`config.mk`:
```
export PLATFORM = sky130hd
export DESIGN_NAME = ro_freq_meter
export DESIGN_NICKNAME = d
export VERILOG_FILES = /design/src/rtl/ro_freq_meter.sv
export SDC_FILE = /design/constraint.sdc
export NUM_CORES = 1
export LEC_CHECK = 0
export ABC_AREA = 0
export CORE_ASPECT_RATIO = 0.6
export CORE_MARGIN = 2
export CORE_UTILIZATION = 55
export CTS_BUF_LIST = sky130_fd_sc_hd__clkbuf_4 sky130_fd_sc_hd__clkbuf_8
export DETAILED_ROUTE_END_ITERATION = 10
export PLACE_DENSITY = 0.76
export SLEW_MARGIN = 10
export SYNTH_ARGS = -nofsm -noshare
export SYNTH_HDL_FRONTEND = slang
export SYNTH_SLANG_ARGS = --single-unit
export TNS_END_PERCENT = 10
```
`constraint.sdc`:
```
create_clock -name clk -period 2.38 [get_ports clk]
set_input_delay 0.476 -clock clk [delete_from_list [all_inputs] [get_ports clk]]
set_output_delay 0.476 -clock clk [all_outputs]
set_load 0.03 [all_outputs]
```
`src/rtl/ro_freq_meter.sv`:
```
// Ring-oscillator frequency meter: counts synchronised ro_clk rising edges over a fixed gate window.
// Optional limit alarm is built only when RO_FREQ_ALARM_EN is defined.
module ro_freq_meter #(
  parameter int GATE_CYCLES   = 1024,
  parameter int SETTLE_CYCLES = 16,
  parameter int CNT_W         = 16
`ifdef RO_FREQ_ALARM_EN
  ,
  parameter logic [CNT_W-1:0] LOW_LIMIT  = {CNT_W{1'b0}},
  parameter logic [CNT_W-1:0] HIGH_LIMIT = {CNT_W{1'b1}}
`endif
) (
  input  logic             clk,
  input  logic             rst,
  input  logic             start,
  input  logic             ro_clk,
  output logic             ro_en,
  output logic             busy,
  output logic [CNT_W-1:0] count,
  output logic             valid,
  output logic             overflow,
  output logic             alarm
);

  localparam int GW = $clog2(GATE_CYCLES) + 1;
  localparam int SW = $clog2(SETTLE_CYCLES) + 1;
  localparam logic [GW-1:0]    GATE_LOAD   = GW'(GATE_CYCLES - 1);
  localparam logic [SW-1:0]    SETTLE_LOAD = SW'(SETTLE_CYCLES - 1);
  localparam logic [GW-1:0]    GATE_ONE    = GW'(1);
  localparam logic [SW-1:0]    SETTLE_ONE  = SW'(1);
  localparam logic [CNT_W-1:0] ACC_ONE     = CNT_W'(1);
  localparam logic [CNT_W-1:0] ACC_MAX     = {CNT_W{1'b1}};

  typedef enum logic [1:0] {
    ST_IDLE   = 2'd0,
    ST_SETTLE = 2'd1,
    ST_GATE   = 2'd2,
    ST_DONE   = 2'd3
  } state_t;

  state_t           state_r, state_s;
  logic [2:0]       sync_r;
  logic             edge_s;
  logic [SW-1:0]    settle_cnt_r, settle_cnt_s;
  logic [GW-1:0]    gate_cnt_r, gate_cnt_s;
  logic [CNT_W-1:0] acc_r, acc_s;
  logic [CNT_W-1:0] count_r, count_s;
  logic             ovf_acc_r, ovf_acc_s;
  logic             overflow_r, overflow_s;
  logic             ro_en_r, ro_en_s;
  logic             busy_r, busy_s;
  logic             valid_r, valid_s;
`ifdef RO_FREQ_ALARM_EN
  logic             alarm_r, alarm_s;
`endif

  // sync_r[1] is the first metastability-safe stage; sync_r[2] is its delayed copy
  assign edge_s = sync_r[1] & ~sync_r[2];

  // Next-state, counter, accumulator and output-register decode
  always_comb begin
    state_s      = state_r;
    settle_cnt_s = settle_cnt_r;
    gate_cnt_s   = gate_cnt_r;
    acc_s        = acc_r;
    ovf_acc_s    = ovf_acc_r;
    count_s      = count_r;
    overflow_s   = overflow_r;
    ro_en_s      = ro_en_r;
    busy_s       = busy_r;
    valid_s      = 1'b0;
`ifdef RO_FREQ_ALARM_EN
    alarm_s      = alarm_r;
`endif
    case (state_r)
      ST_IDLE: begin
        acc_s     = {CNT_W{1'b0}};
        ovf_acc_s = 1'b0;
        if (start) begin
          state_s      = ST_SETTLE;
          settle_cnt_s = SETTLE_LOAD;
          ro_en_s      = 1'b1;
          busy_s       = 1'b1;
        end else begin
          ro_en_s = 1'b0;
          busy_s  = 1'b0;
        end
      end
      ST_SETTLE: begin
        if (settle_cnt_r == {SW{1'b0}}) begin
          state_s    = ST_GATE;
          gate_cnt_s = GATE_LOAD;
        end else begin
          settle_cnt_s = settle_cnt_r - SETTLE_ONE;
        end
      end
      ST_GATE: begin
        // Saturate instead of wrapping so an over-range result stays recognisable
        if (edge_s && (acc_r == ACC_MAX)) begin
          ovf_acc_s = 1'b1;
        end else if (edge_s) begin
          acc_s = acc_r + ACC_ONE;
        end else begin
          acc_s = acc_r;
        end
        if (gate_cnt_r == {GW{1'b0}}) begin
          state_s = ST_DONE;
        end else begin
          gate_cnt_s = gate_cnt_r - GATE_ONE;
        end
      end
      ST_DONE: begin
        count_s    = acc_r;
        overflow_s = ovf_acc_r;
        valid_s    = 1'b1;
        ro_en_s    = 1'b0;
        busy_s     = 1'b0;
        state_s    = ST_IDLE;
`ifdef RO_FREQ_ALARM_EN
        alarm_s    = (acc_r < LOW_LIMIT) | (acc_r > HIGH_LIMIT) | ovf_acc_r;
`endif
      end
      default: begin
        state_s = ST_IDLE;
        ro_en_s = 1'b0;
        busy_s  = 1'b0;
      end
    endcase
  end

  // State, synchroniser and output registers with synchronous reset
  always_ff @(posedge clk) begin
    if (rst) begin
      state_r      <= ST_IDLE;
      sync_r       <= 3'b000;
      settle_cnt_r <= {SW{1'b0}};
      gate_cnt_r   <= {GW{1'b0}};
      acc_r        <= {CNT_W{1'b0}};
      ovf_acc_r    <= 1'b0;
      count_r      <= {CNT_W{1'b0}};
      overflow_r   <= 1'b0;
      ro_en_r      <= 1'b0;
      busy_r       <= 1'b0;
      valid_r      <= 1'b0;
`ifdef RO_FREQ_ALARM_EN
      alarm_r      <= 1'b0;
`endif
    end else begin
      state_r      <= state_s;
      sync_r       <= {sync_r[1:0], ro_clk};
      settle_cnt_r <= settle_cnt_s;
      gate_cnt_r   <= gate_cnt_s;
      acc_r        <= acc_s;
      ovf_acc_r    <= ovf_acc_s;
      count_r      <= count_s;
      overflow_r   <= overflow_s;
      ro_en_r      <= ro_en_s;
      busy_r       <= busy_s;
      valid_r      <= valid_s;
`ifdef RO_FREQ_ALARM_EN
      alarm_r      <= alarm_s;
`endif
    end
  end

  assign ro_en    = ro_en_r;
  assign busy     = busy_r;
  assign count    = count_r;
  assign valid    = valid_r;
  assign overflow = overflow_r;
`ifdef RO_FREQ_ALARM_EN
  assign alarm    = alarm_r;
`else
  assign alarm    = 1'b0;
`endif

endmodule

```
==> impl_metrics.ini, run 1 <==
[power]
power.density_cell_area_mw_per_mm2 = 1030
peakVddDrop_v = 0.000682
netSwitchingPower_w = 0.00128
overall_power_w = 0.00325
power_frac_seq_pct = 37.5
clock_power_share_pct = 25.1
static-leakage-power_nw = 1.06
p_sw_share_pct = 39.4
power.internal_w = 0.00197
pwr-share-comb_pct = 37.4

[finish]
multiInputGateArea_mm2 = 0.00147
antenna_cells_inserted = 0
relative_area_change_from_synthesis_to_final_layout_pct = 16.0
ff_latch_area_mm2 = 0.00114
layout-drive-gt1-share_pct = 10.6
finish.net_count = 336
n_fill_cell = 369
design_area_mm2 = 0.00317

[timing]
slew_headroom_pct = 61.0
worst_slew_pin_slew_ps = 581
setup_viol = 0
maxSlewViolCount = 0
fin_tns_setup_ps = 0
period_share_pct = 90.0
finalHoldViolations = 0
fin_worst_skew_ps = 15.5
grt_setup_unrepaired = false
max_freq_ghz = 0.467
post-route-min-period_ps = 2140
holdWs_ps = 462

[route]
initialDrtViolationCount = 192
drc = 0
route.antenna.remaining_nets = 0
dr_total_vias = 2423
drt_wl_cell_um = 16.0
drtPass1Iterations = 5
post_drt_via_cell_ratio = 6.18
drt-total-wl_um = 6260

[setup_path]
cp.arrival_ps = 2420
end_kind = register
rr_endpoint = gate_cnt_r[8]$_SDFFE_PP0P_
critical_path_start_type = register
crit-reg2reg-launch = settle_cnt_r[0]$_SDFFE_PP0P_
path_class = reg -> reg
crit_start = settle_cnt_r[0]$_SDFFE_PP0P_
regToRegSetupSlack_ps = 240
critical_path_required_ps = 2660
ff2ff_path_depth = 6
critPathMaxFanout = 8

[die]
effective_utilization_at_floorplan_pct = 58.4
rows = 19
dieWidth_um = 95.1
core_region_area_mm2 = 0.00468
floorplan.die_area_mm2 = 0.00557
die_height_um = 58.6
io_pins = 25

[synthesis]
synth_fp_nets = 316
synthArstFlopShare_pct = 0
synth-seq-cells = 57
synth_area_per_cell_um2 = 9.00
synth_enable_flop_cells = 0
synth-warning-count = 0
post_synth_instance_area_mm2 = 0.00274
seq_area_frac_synth_pct = 41.7
post_synth_inst_count = 304
synth.distinct_cells = 51
dominant_register_cell_in_the_synthesized_netlist = sky130_fd_sc_hd__dfxtp_1

[hold_path]
hold_end = sync_r[1]$_SDFF_PP0_
hold_path_cells = 1
hold_path.startpoint = sync_r[0]$_SDFF_PP0_
worstHoldPathType = reg -> reg

[clocking]
clock_sinks = 57
cts.repair.resized = 0
cts-root-to-sink-buffers = 2
cts-htree-levels = 3
post_cts_buffers = 0
tritoncts_buffers = 9
clock_insertion_delay_worst_skew_ps = 360
clk_pin_slew_ps = 60
cts_hold_repair.buffers = 0
ctsRootBufferMaster = sky130_fd_sc_hd__clkbuf_8
clock_tree_from_tritoncts = yes

[global_routing]
global_route_wire_length_before_repair_um = 10700
grt_max_degree = 26
antenna_found_initial = 0
gr_util_all_layers_pct = 25.7
grt_overflow_total = 0
grt_pass1_vias = 2196

[placement]
place_hpwl_um = 4370
placed_area_mm2 = 0.00300
routability_cong = 0.870
place.port_buffers = 23

[flow_run]
maxCapViolCount = 0

[status]
outcome = completed
[through the flow]
step	instances	utilization (%)	setup slack (ps)
after detailed placement	376	64.0	255
final	392	67.8	239
after CTS	392	67.8	251
after global placement	376	64.0	327
after global routing	392	67.8	27.7
after floorplan	304	-	427
[worst max path at each step]
stage,endpoint,slack [ps],cells after the start
final,gate_cnt_r[8]$_SDFFE_PP0P_,240,6
after global routing,gate_cnt_r[2]$_SDFFE_PP0P_,30,6
after CTS,gate_cnt_r[8]$_SDFFE_PP0P_,250,6
after detailed placement,acc_r[11]$_SDFFE_PP0P_,250,6
after global placement,acc_r[9]$_SDFFE_PP0P_,330,6
after floorplan,gate_cnt_r[9]$_SDFFE_PP0P_,430,6
[state kept, by name (all words and copies together), names as in the netlist]
name          flops
sync_r            3
busy              1
valid             1
ovf_acc_r         1
gate_cnt_r       11
settle_cnt_r      5
overflow          1
acc_r            16
state_r           2
count            16
[cells in the mapped netlist, drive strengths merged, types with 8 or more instances]
master | count | area share [%]
a21oi | 18 | 3.3
or3 | 12 | 2.7
nor2 | 28 | 3.8
inv | 10 | 1.4
clkbuf | 9 | 1.2
o21ai | 11 | 2.0
dfxtp | 57 | 42
mux2i | 18 | 6.6
or4 | 9 | 2.6
nand2 | 14 | 1.9
ha | 8 | 3.7
nand4 | 8 | 1.8
buf | 10 | 1.9
o31ai | 8 | 2.2
a31oi | 9 | 2.1
[layer usage]
layer	share of wire (%)	vias to the layer above	GRT usage, %	routed length (µm)
li1	-	1178	-	-
met1	54	1136	40.0	3380
met2	37	96	31.5	2310
met3	7.8	13	8.19	491
met4	1.2	0	11.0	77
met5	0	-	0	0
[cells in the final DEF, fill, tap and decap left out, drive strengths merged, types with 3 or more instances in the layout]
cell type and n:
dfxtp 57, clkbuf 11, nor2b 7, ha 8, clkinv 4, nand3 5
and3 4, nor4 3, a21oi 18, mux2i 18, a31oi 9, nor3 7
nand4 8, or3 12, nand2b 3, o41ai 6, o211ai 5, or2 4
buf 5, nor2 28, or4 9, inv 10, nand2 14, o31ai 8
o21ai 11, clkdlybuf4s50 23, a211oi 6
[cells by family after synthesis]
kind of cell / after synthesis / share of synthesized area (%)
AO/OA/AOI/OAI: 77 / 19.3
adder cells (fa/ha/maj): 8 / 3.66
buffers and inverters: 29 / 4.48
flip-flops: 57 / 41.7
multiplexers: 18 / 6.58
other: 1 / 0.137
AND/OR/NAND/NOR: 114 / 24.1
[power groups by stage]
stage | Sequential [W] | Clock (W) | Combinational (W)
detailed placement | 0.00124 | 0 | 0.00120
global placement | 0.00123 | 0 | 0.00116
floorplan | 0.00122 | 0 | 0.000959
finish | 0.00122 | 0.000817 | 0.00122
CTS | 0.00122 | 0.000829 | 0.00120
global route | 0.00125 | 0.000872 | 0.00136
[cell type report]
class | instances | area share [%]
clock buffers | 11 | 4.57
clock inverters | 5 | 0.985
inverters | 10 | 1.18
multi-input cells | 218 | 46.4
flip-flops and latches | 57 | 35.9
well taps | 63 | 2.48
repair buffers | 28 | 8.44
[worst max-delay path, cell delays in order, from the launching register on]
cell                      delay [ps]
sky130_fd_sc_hd__dfxtp_1         340
sky130_fd_sc_hd__inv_1            70
sky130_fd_sc_hd__ha_1            230
sky130_fd_sc_hd__nor4b_2         440
sky130_fd_sc_hd__o21ai_1         300
sky130_fd_sc_hd__or4_1           530
sky130_fd_sc_hd__a31oi_1         160
Power figures use the tool's default switching activity.
==> run 2, diff against run 1 <==
CORE_ASPECT_RATIO = unset   (was 0.6)
==> run 2 against run 1 <==
Against the previous run:
- die area fell by 0.33%
- total power rose by 2.9%
- critical endpoint is now acc_r[10]$_SDFFE_PP0P_
- hold slack got worse by 26 ps
- first-iteration DRC count fell by 1.0%
- setup slack got worse by 64 ps
- largest cell class unchanged
==> impl_metrics.ini, run 2 (synthesis results as in run 1) <==
[setup_path]
cp.arrival_ps = 2470
path_class = reg -> reg
end_kind = register
crit-reg2reg-launch = state_r[0]$_SDFFE_PP0P_
ff2ff_path_depth = 6
crit_start = state_r[0]$_SDFFE_PP0P_
critical_path_required_ps = 2640
critPathMaxFanout = 9
critical_path_start_type = register

[route]
drt-total-wl_um = 5860
drt_wl_cell_um = 14.8
dr_total_vias = 2385
route.antenna.remaining_nets = 0
drtPass1Iterations = 5
initialDrtViolationCount = 190
post_drt_via_cell_ratio = 6.01
drc = 0

[die]
floorplan.die_area_mm2 = 0.00556
die_height_um = 74.5
core_region_area_mm2 = 0.00475
io_pins = 25
rows = 25
dieWidth_um = 74.5
effective_utilization_at_floorplan_pct = 57.6

[power]
power.internal_w = 0.00212
p_sw_share_pct = 36.8
overall_power_w = 0.00335
pwr-share-comb_pct = 36.3
static-leakage-power_nw = 1.09
power.density_cell_area_mw_per_mm2 = 1040
peakVddDrop_v = 0.000716
netSwitchingPower_w = 0.00123
power_frac_seq_pct = 36.4
clock_power_share_pct = 27.2

[clocking]
clk_pin_slew_ps = 60
cts-root-to-sink-buffers = 2
clock_sinks = 57
ctsRootBufferMaster = sky130_fd_sc_hd__clkbuf_8
cts-htree-levels = 3
cts.repair.resized = 0
clock_insertion_delay_worst_skew_ps = 340
cts_hold_repair.buffers = 0
tritoncts_buffers = 9
clock_tree_from_tritoncts = yes
post_cts_buffers = 0

[status]
outcome = completed

[finish]
multiInputGateArea_mm2 = 0.00147
layout-drive-gt1-share_pct = 10.9
n_fill_cell = 418
mostFrequentLayoutCells = 57 x sky130_fd_sc_hd__dfxtp_1, 28 x sky130_fd_sc_hd__nor2_1, 23 x sky130_fd_sc_hd__clkdlybuf4s50_1
design_area_mm2 = 0.00322
finish.net_count = 338
layout.cells.non_filler = 397
ff_latch_area_mm2 = 0.00114
relative_area_change_from_synthesis_to_final_layout_pct = 17.6
layout_commonest_cell = sky130_fd_sc_hd__dfxtp_1
antenna_cells_inserted = 0

[timing]
max_freq_ghz = 0.454
fin_tns_setup_ps = 0
fin_worst_skew_ps = 5.10
grt_setup_unrepaired = false
period_share_pct = 92.6
finalHoldViolations = 0
maxSlewViolCount = 0
worst_slew_pin_slew_ps = 569
holdWs_ps = 436
setup_viol = 0
post-route-min-period_ps = 2200
slew_headroom_pct = 61.8

[global_routing]
grt_pass1_vias = 2070
global_route_wire_length_before_repair_um = 9500
grt_overflow_total = 0
grt_max_degree = 28
antenna_found_initial = 0
gr_util_all_layers_pct = 22.4

[hold_path]
hold_path_cells = 1
worstHoldPathType = reg -> reg
hold_path.startpoint = sync_r[0]$_SDFF_PP0_

[flow_run]
maxCapViolCount = 0

[placement]
place.port_buffers = 23
routability_cong = 0.812
placed_area_mm2 = 0.00302
dp.cells = 382
place_hpwl_um = 3960
==> run 2: changes by cell type in the layout (fill, tap and decap cells not counted), sizes merged <==
cell,delta
clkbuf,+1
clkinvlp,-1
buf,+2
clkinv,-2
bufinv,+1
==> run 2: path summary, 6_finish.rpt <==
| check | endpoint | slack [ps] |
|---|---|---|
| worst min register to register | sync_r[1]$_SDFF_PP0_ | 440 |
| worst min-delay path | sync_r[1]$_SDFF_PP0_ | 440 |
| worst max-delay path | acc_r[10]$_SDFFE_PP0P_ | 180 |
| worst max register to register | acc_r[10]$_SDFFE_PP0P_ | 180 |
==> run 2: critical path, stage by stage (launching register included) <==
cell and delay [ps]:
sky130_fd_sc_hd__dfxtp_1 340, sky130_fd_sc_hd__inv_1 110, sky130_fd_sc_hd__ha_1 350, sky130_fd_sc_hd__nand3b_1 220, sky130_fd_sc_hd__or3_1 470, sky130_fd_sc_hd__or4_1 490, sky130_fd_sc_hd__a21oi_1 150
==> run 2: power groups by stage <==
| stage | Combinational (W) | Clock [W] | Sequential (W) |
|---|---|---|---|
| floorplan | 0.000959 | 0 | 0.00122 |
| global placement | 0.00118 | 0 | 0.00123 |
| detailed placement | 0.00120 | 0 | 0.00123 |
| CTS | 0.00121 | 0.000931 | 0.00122 |
| global route | 0.00134 | 0.000961 | 0.00124 |
| finish | 0.00122 | 0.000912 | 0.00122 |
==> run 2: final cells by class <==
class	count	share of cell area (%)
clock inverter	3	1.24
timing repair buffer	30	8.79
tap	67	2.61
multi-input combinational	218	45.8
sequential	57	35.5
clock buffer	12	4.94
inverter	10	1.17
==> run 2: metal layers <==
layer	part of all wire, %	global-route usage (%)
met1	50	31.0
met2	44	33.2
met3	3.9	4.20
met4	2.2	12.1
met5	0	0
==> run 2: stage by stage <==
stage | utilization, % | setup WS (ps)
floorplan | - | 427
global placement | 63.5 | 312
detailed placement | 63.5 | 247
CTS | 67.7 | 199
global route | 67.7 | 3.97
finish | 67.7 | 175
==> run 3, diff against run 2 <==
MAX_ROUTING_LAYER = met4   (was unset)
SETUP_SLACK_MARGIN = 0.1   (was unset)
==> run 3 against run 2 <==
Against the previous run:
- clock skew about the same
- sequential power about the same
- combinational power about the same
- critical endpoint unchanged
- die area unchanged
==> impl_metrics.ini, run 3 (synthesis results as in run 1) <==
[status]
outcome = completed

[setup_path]
critPathMaxFanout = 9
path_class = reg -> reg
slowest_stage = sky130_fd_sc_hd__or4_1
critical_path_start_type = register
cell_family_with_most_cp_delay = simple AND/OR/NAND/NOR gates
ff2ff_path_depth = 6
rr_endpoint = acc_r[10]$_SDFFE_PP0P_
worst_path_largest_cell_delay_ps = 490
critical_path_required_ps = 2640
crit-reg2reg-launch = state_r[0]$_SDFFE_PP0P_
worstSetupPathDepth = 6
cp.arrival_ps = 2380
regToRegSetupSlack_ps = 270
end_kind = register
path_cells = inv_1, ha_2, nand3b_1, or3_1, or4_1, a21oi_1
cp_num_buf_inv = 1

[clocking]
cts-htree-levels = 3
clock_sinks = 57
ctsRootBufferMaster = sky130_fd_sc_hd__clkbuf_8
cts_hold_repair.buffers = 0
tritoncts_buffers = 9
clk_pin_slew_ps = 60
clock_insertion_delay_worst_skew_ps = 340
clock_tree_from_tritoncts = yes
cts-root-to-sink-buffers = 2

[global_routing]
grt_max_degree = 28
global_route_wire_length_before_repair_um = 9510
gr_util_all_layers_pct = 23.2
antenna_found_initial = 0
grt_overflow_total = 0
grt_pass1_vias = 2069

[route]
drt-total-wl_um = 5840
drt_wl_cell_um = 14.7
route.antenna.remaining_nets = 0
dr_total_vias = 2388
post_drt_via_cell_ratio = 6.02
drc = 0
drtPass1Iterations = 5
initialDrtViolationCount = 199

[finish]
post-route-util_pct = 67.7
layout_commonest_cell = sky130_fd_sc_hd__dfxtp_1
relative_area_change_from_synthesis_to_final_layout_pct = 17.6
finish.net_count = 338
antenna_cells_inserted = 0
layout.cells.non_filler = 397
mostFrequentLayoutCells = 57 x sky130_fd_sc_hd__dfxtp_1, 28 x sky130_fd_sc_hd__nor2_1, 23 x sky130_fd_sc_hd__clkdlybuf4s50_1
layout-drive-gt1-share_pct = 11.2

[placement]
place_hpwl_um = 3960
dp.cells = 382
routability_cong = 0.824
place.port_buffers = 23

[hold_path]
worstHoldPathType = reg -> reg
hold_path_cells = 1
hold_path.startpoint = sync_r[0]$_SDFF_PP0_
hold_end = sync_r[1]$_SDFF_PP0_

[power]
netSwitchingPower_w = 0.00124
pwr-share-comb_pct = 36.4
static-leakage-power_nw = 1.09
power.density_cell_area_mw_per_mm2 = 1040
peakVddDrop_v = 0.000717
power_frac_seq_pct = 36.4
clock_power_share_pct = 27.2
p_sw_share_pct = 36.9
power.internal_w = 0.00212

[die]
rows = 25
die_height_um = 74.5
floorplan.die_area_mm2 = 0.00556
dieWidth_um = 74.5
core_region_area_mm2 = 0.00475
effective_utilization_at_floorplan_pct = 57.6
io_pins = 25

[timing]
finalHoldViolations = 0
grt_setup_unrepaired = false
fin_worst_skew_ps = 5.33
period_share_pct = 88.8
slew_headroom_pct = 61.8
setup_viol = 0
worst_slew_pin_slew_ps = 569
fin_tns_setup_ps = 0
maxSlewViolCount = 0
max_freq_ghz = 0.473
post-route-min-period_ps = 2110

[flow_run]
maxCapViolCount = 0
-- run 3: how the worst max path moves through the flow --
| stage | endpoint | slack [ps] | start |
|---|---|---|---|
| floorplan | gate_cnt_r[9]$_SDFFE_PP0P_ | 430 | state_r[0]$_SDFFE_PP0P_ |
| global placement | acc_r[10]$_SDFFE_PP0P_ | 310 | state_r[0]$_SDFFE_PP0P_ |
| detailed placement | acc_r[10]$_SDFFE_PP0P_ | 250 | state_r[0]$_SDFFE_PP0P_ |
| CTS | acc_r[10]$_SDFFE_PP0P_ | 200 | state_r[0]$_SDFFE_PP0P_ |
| global route | acc_r[10]$_SDFFE_PP0P_ | 110 | state_r[0]$_SDFFE_PP0P_ |
| finish | acc_r[10]$_SDFFE_PP0P_ | 270 | state_r[0]$_SDFFE_PP0P_ |
-- run 3: metal layers --
metal  global-route usage, %  wire length, µm  vias up
met5                       -                0        -
met4                    12.1              110        0
met3                    4.20              260       12
met2                    33.2             2590       50
met1                    31.0             2880     1138
li1                        -                -     1188
-- run 3: per-stage QoR --
| stage | worst slack [ps] | power [W] | area, µm² | hold slack [ps] |
|---|---|---|---|---|
| final | 266 | 0.00335 | 3220 | 436 |
| after global routing | 110 | 0.00355 | 3220 | 470 |
| after CTS | 199 | 0.00336 | 3220 | 439 |
| after detailed placement | 247 | 0.00243 | 3020 | 425 |
| after global placement | 312 | 0.00241 | 3020 | 417 |
| after floorplan | 427 | 0.00218 | 2740 | 414 |
-- run 3: layout make-up --
class	count	area [µm²]
Fill cell	419	1540
Clock inverter	3	40.0
Clock buffer	12	159
Timing Repair Buffer	30	283
Multi-Input combinational cell	218	1480
Tap cell	67	83.8
Inverter	10	37.5
Sequential cell	57	1140
-- run 3: power by group through the flow --
stage | Sequential (W) | Combinational, W | Clock [W]
6_report | 0.00122 | 0.00122 | 0.000913
5_1_grt | 0.00124 | 0.00134 | 0.000961
4_1_cts | 0.00122 | 0.00121 | 0.000931
3_5_place_dp | 0.00123 | 0.00120 | 0
3_3_place_gp | 0.00123 | 0.00118 | 0
2_1_floorplan | 0.00122 | 0.000959 | 0
-- run 3: repair_timing --
item | CTS | global route
endpoints found under the setup margin | 0 | 2
resized for setup | 0 | 1
setup buffers | 0 | 0
